[src/rtl/dac_wavegen.sv]
// dac_wavegen: 10-bit sample source for the TLC5615 SPI DAC driver.
// Produces DC, sawtooth, triangle or square codes at a fixed tick rate,
// selected from the slide switches. Samples go out over a valid/ready
// handshake. A tick that finds the previous sample still undelivered
// raises a one-cycle overrun pulse.
module dac_wavegen #(
   parameter int RATE_DIV = 50000,
   parameter int DIV_W    = 16
) (
   input  logic         clk,
   input  logic         Reset,
   input  logic [4:1]   ckey,
   output logic [9:0]   sample_data,
   output logic         sample_valid,
   input  logic         sample_ready,
   output logic         overrun
);

   typedef enum logic [1:0] {
      MODE_DC  = 2'b00,
      MODE_SAW = 2'b01,
      MODE_TRI = 2'b10,
      MODE_SQR = 2'b11
   } mode_t;

   localparam logic [DIV_W-1:0] DIV_LAST = DIV_W'(RATE_DIV - 1);
   localparam logic [9:0]       CODE_MAX = 10'd1023;

   // Switch decode; the switches are sampled by the flops that use them
   mode_t       mode;
   logic [1:0]  ss;
   logic [6:0]  step;

   assign mode = mode_t'(ckey[2:1]);
   assign ss   = ckey[4:3];
   assign step = 7'd1 << {ss, 1'b0};

   // Divider and generator state
   logic [DIV_W-1:0] div_cnt;
   logic             tick;
   logic [9:0]       acc;
   logic             dir_up;
   logic [5:0]       sq_phase;
   logic             sq_lvl;
   mode_t            last_mode;

   // Load when a tick finds the output slot free (empty, or emptying now)
   logic slot_free;
   logic load;

   assign tick      = (div_cnt == DIV_LAST);
   assign slot_free = !sample_valid || sample_ready;
   assign load      = tick && slot_free;

   // Free-running sample-rate divider, independent of the handshake
   always_ff @(posedge clk or posedge Reset) begin
      if (Reset) begin
         div_cnt <= '0;
      end else if (tick) begin
         div_cnt <= '0;
      end else begin
         // NOTE: clocked state uses non-blocking assignments so every flop
         // sees the pre-edge values of its neighbours regardless of order.
         div_cnt <= div_cnt + 1'b1;
      end
   end

   // Next generator state and sample, computed from the state as seen
   // after an optional mode-change clear
   logic [9:0]  base_acc;
   logic        base_up;
   logic [5:0]  base_phase;
   logic        base_lvl;
   logic [9:0]  nxt_acc;
   logic        nxt_up;
   logic [5:0]  nxt_phase;
   logic        nxt_lvl;
   logic [9:0]  nxt_sample;
   logic [10:0] tri_sum;
   logic [6:0]  sq_sum;

   always_comb begin
      // NOTE: every output of this block gets a default first, so no path
      // leaves a signal unassigned and no latch is inferred.
      base_acc   = acc;
      base_up    = dir_up;
      base_phase = sq_phase;
      base_lvl   = sq_lvl;
      if (mode != last_mode) begin
         base_acc   = '0;
         base_up    = 1'b1;
         base_phase = '0;
         base_lvl   = 1'b0;
      end

      nxt_acc    = base_acc;
      nxt_up     = base_up;
      nxt_phase  = base_phase;
      nxt_lvl    = base_lvl;
      nxt_sample = base_acc;
      tri_sum    = {1'b0, base_acc} + 11'(step);
      sq_sum     = {1'b0, base_phase} + step;

      unique case (mode)
         MODE_DC: begin
            nxt_sample = 10'(ss) * 10'd341;
         end
         MODE_SAW: begin
            nxt_acc = base_acc + 10'(step);
         end
         MODE_TRI: begin
            if (base_up) begin
               if (tri_sum > 11'(CODE_MAX)) begin
                  nxt_acc = CODE_MAX;
                  nxt_up  = 1'b0;
               end else begin
                  nxt_acc = tri_sum[9:0];
               end
            end else begin
               if (base_acc < 10'(step)) begin
                  nxt_acc = '0;
                  nxt_up  = 1'b1;
               end else begin
                  nxt_acc = base_acc - 10'(step);
               end
            end
         end
         MODE_SQR: begin
            nxt_sample = base_lvl ? CODE_MAX : 10'd0;
            nxt_phase  = sq_sum[5:0];
            nxt_lvl    = base_lvl ^ sq_sum[6];
         end
         default: ;
      endcase
   end

   // Generator state and sample register advance only on a load
   always_ff @(posedge clk or posedge Reset) begin
      if (Reset) begin
         acc         <= '0;
         dir_up      <= 1'b1;
         sq_phase    <= '0;
         sq_lvl      <= 1'b0;
         last_mode   <= MODE_DC;
         sample_data <= '0;
      end else if (load) begin
         acc         <= nxt_acc;
         dir_up      <= nxt_up;
         sq_phase    <= nxt_phase;
         sq_lvl      <= nxt_lvl;
         last_mode   <= mode;
         sample_data <= nxt_sample;
      end
   end

   // Handshake: a load sets valid, a transfer without a load clears it,
   // and a tick on an occupied slot flags an overrun for one cycle
   always_ff @(posedge clk or posedge Reset) begin
      if (Reset) begin
         sample_valid <= 1'b0;
         overrun      <= 1'b0;
      end else begin
         overrun <= tick && !slot_free;
         if (load) begin
            sample_valid <= 1'b1;
         end else if (sample_valid && sample_ready) begin
            sample_valid <= 1'b0;
         end
      end
   end

endmodule

[config.mk]
export PLATFORM = sky130hd
export DESIGN_NAME = dac_wavegen
export DESIGN_NICKNAME = d
export VERILOG_FILES = /design/src/rtl/dac_wavegen.sv
export SDC_FILE = /design/constraint.sdc
export NUM_CORES = 1
export LEC_CHECK = 0
export CAP_MARGIN = 20
export CORE_ASPECT_RATIO = 0.5
export CORE_MARGIN = 3
export CORE_UTILIZATION = 45
export DETAILED_ROUTE_END_ITERATION = 8
export GPL_TIMING_DRIVEN = 0
export PLACE_DENSITY = 0.68
export SLEW_MARGIN = 20
export SYNTH_ARGS = -nofsm -noshare
export SYNTH_HDL_FRONTEND = slang
export SYNTH_SLANG_ARGS = --single-unit
[constraint.sdc]
create_clock -name clk -period 3.5 [get_ports clk]
set_clock_uncertainty 0.1 [all_clocks]
set_input_delay 0.875 -clock clk [delete_from_list [all_inputs] [get_ports clk]]
set_output_delay 0.875 -clock clk [all_outputs]
set_load 0.005 [all_outputs]
==> run_results.csv <==
group,metric,value,unit
status,status,"finished clean",
placement,portBuffers,18,
clocking,hold_buffers,0,
setup_path,reg2reg_depth,11,
grt,grt_max_degree,28,
layout,final_area,4096,sq um
run,cap_viol_max_count,0,
timing,period_minus_slack,3413,ps
synth,synth_common_cells,"dfrtp_1, nand2_1, nor2_1",
synth,synthFlopType,"dfrtp_1",
setup_path,path_max_fanout,10,
clocking,cts_max_level,2,
route,first_pass_iters,5,
clocking,cts_sinks,48,
synth,yosysUniqueCellTypes,68,
die,rows,21,
synth,synth_area_leaders,"dfrtp_1, ha_1, nand2_1, nor2_1, a21oi_1",
synth,yosys_register_bits,48,
route,wire_per_inst,18.20,microns
synth,ys_seq_area_share,35.00,%
synth,synth_cells,389,
die,die-area,8783,sq um
synth,synth_nets,416,
timing,slew_violations,0,
grt,track_usage,22.98,%
timing,layout_setup_ws,87.29,ps
setup_path,cp-end-kind,"flip-flop",
route,finalWirelength,9444,microns
timing,period_share,97.51,%
setup_path,crit_slowest_cell,"xor2_4",
layout,fin_util,58.17,%
grt,grt_first_pass_wirelength,15690,microns
power,pwr_density_cell,292.8,nW/um^2
setup_path,reg2reg_from,"last_mode[1]",
synth,syn-cell-area,3436,sq um
synth,synth_top_area_cell,"dfrtp_1",
synth,synth_top_area_share,34.23,%
setup_path,path_class,"in -> reg",
setup_path,cp_num_buf_inv,5,
setup_path,reg2reg_to,"acc[7]",
route,drc,0,
placement,placed_cell_area,3751,sq um
clocking,clk_path_buf_depth,2,
clocking,cts.clk_slew.worst_paths,70,ps
setup_path,path_cells,"buf_2 > xor2_4 > nor2_4 > buf_6 > buf_6 > nand2_1 > inv_1 > ha_1 > ha_1 > nor2b_1 > o21bai_1 > o21ai_2 > buf_4 > a21oi_4 > a2bb2oi_1 > a211o_1",
route,first_iter_violations,329,
timing,hold_viol_final,0,
worst_hold_path,min-delay-start,"div_cnt[0]",
worst_hold_path,whs_path_depth,1,
setup_path,critPathTopFamily,"compound AO/OA/AOI/OAI gates",
layout,diodes,0,
route,final_antenna_net_count,0,
synth,post_synth.cell_area_avg,8.832,sq um
synth,ys_warn_count,0,
timing,setup_violations,0,
synth,synthArstFlopShare,100.0,%
timing,relSlewSlack,49.32,%
synth,synth_edf_count,0,
route,vias,3197,
grt,gr-total-overflow,0,
setup_path,crit_cells,16,
die,start_util,48.79,%
timing,fmax,293.0,MHz
route,viasPerCell,6.160,
placement,dp_slack,-1095,ps
clocking,clk_latency,290,ps
grt,antenna_found_initial,0,
layout,area_delta_synth_final,19.23,%
clocking,cts_buffers,5,
setup_path,crit_arrival,3500,ps
placement,hpwl,6783,microns
setup_path,critPathMaxStageDelay,310,ps
layout,finalNetCount,453,
power,ir_drop,0.1880,mV
setup_path,crit_required,3580,ps
setup_path,reg2reg_slack,290,ps
layout,drive_gt1_share,14.05,%
worst_hold_path,hold_path.class,"reg -> reg",
die,design.core.area,7042,sq um
die,die_height,67.79,microns
setup_path,start_kind,"input port",
grt,grt_pass1_vias,3238,
placement,place_congestion,0.9837,
worst_hold_path,holdPathEnd,"div_cnt[0]",
die,die_w,129.6,microns
die,io_pins,19,
clocking,root_buffer,"clkbuf_16",
clocking,cts_tree,"yes",
power,power.leakage,1.898,nW
timing,worstMarginPinSlew,756.1,ps
flip-flops by register name, summed over array words and instances (netlist names):
name and flops:
dir_up 1, last_mode 2, sample_data 10, sample_valid 1, overrun 1, acc 10
sq_lvl 1, sq_phase 6, div_cnt 16
area by class of cell:
cell class	instances	area, sq um
plain buffers	16	97.59
clock inverters	2	13.76
multi-input cells	314	2218
flip-flops and latches	48	1202
clock buffers	6	138.9
repair buffers	29	265.3
fillers	606	2945
inverters	12	45.04
well taps	92	115.1
cells in the final DEF, fill, tap and decap left out, types with 6 or more instances in the layout:
master and count:
dfrtp_1 47, xnor2_1 9, o211ai_1 6, buf_4 10
nor2_1 35, xor2_1 10, ha_1 19, and3_1 17
inv_1 11, o21ai_0 18, buf_2 8, nor3_1 6
clkdlybuf4s50_1 16, nand2_1 47, a21oi_1 25, nand3_1 10
routing by layer:
layer	share of wire (%)	track usage, %	up-vias
met5	0	0	-
met4	1.7	9.197	0
met3	7.4	6.003	19
met2	46	37.95	151
met1	45	29.13	1539
li1	-	-	1488
cells by family after synthesis:
kind of cell / synth area share, %
XOR/XNOR: 6.300
AND/OR/NAND/NOR: 25.27
buffers and inverters: 3.787
multiplexers: 0.6191
adder cells (fa/ha/maj): 7.283
AO/OA/AOI/OAI: 21.74
flip-flops: 35.00
through the flow:
step | total power (W) | TNS (ps) | instances | hold slack, ps
after floorplan | 0.0006421 | 0 | 389 | 341.4
after global placement | 0.0006744 | -10280 | 499 | 356.9
after detailed placement | 0.0006811 | -11500 | 500 | 370.9
after CTS | 0.001193 | 0 | 510 | 387.7
after global routing | 0.001243 | -18.17 | 519 | 401.9
final | 0.001199 | 0 | 519 | 385.4
report_power, final:
group	internal [W]	switching, W	total, W	leakage (nW)
Combinational	0.0000505	0.0000882	0.000139	1.17
Sequential	0.000554	0.0000000000000000000219	0.000554	0.653
Clock	0.000286	0.000220	0.000506	0.0772
how the worst max path moves through the flow:
stage | to | slack [ps] | from
finish | acc[6] | 90 | ckey[2]
CTS | acc[8] | 1 | ckey[2]
global placement | acc[7] | -1000 | ckey[2]
detailed placement | acc[7] | -1100 | ckey[2]
global route | acc[6] | -10 | ckey[2]
floorplan | acc[8] | 90 | ckey[2]
timing repair:
item                       4_1_cts  5_1_grt
pin swaps                        3        4
setup buffers                    1        9
gates cloned                     1        0
resized for setup               20        9
setup endpoints to repair       13       11
Power figures use the tool's default switching activity.
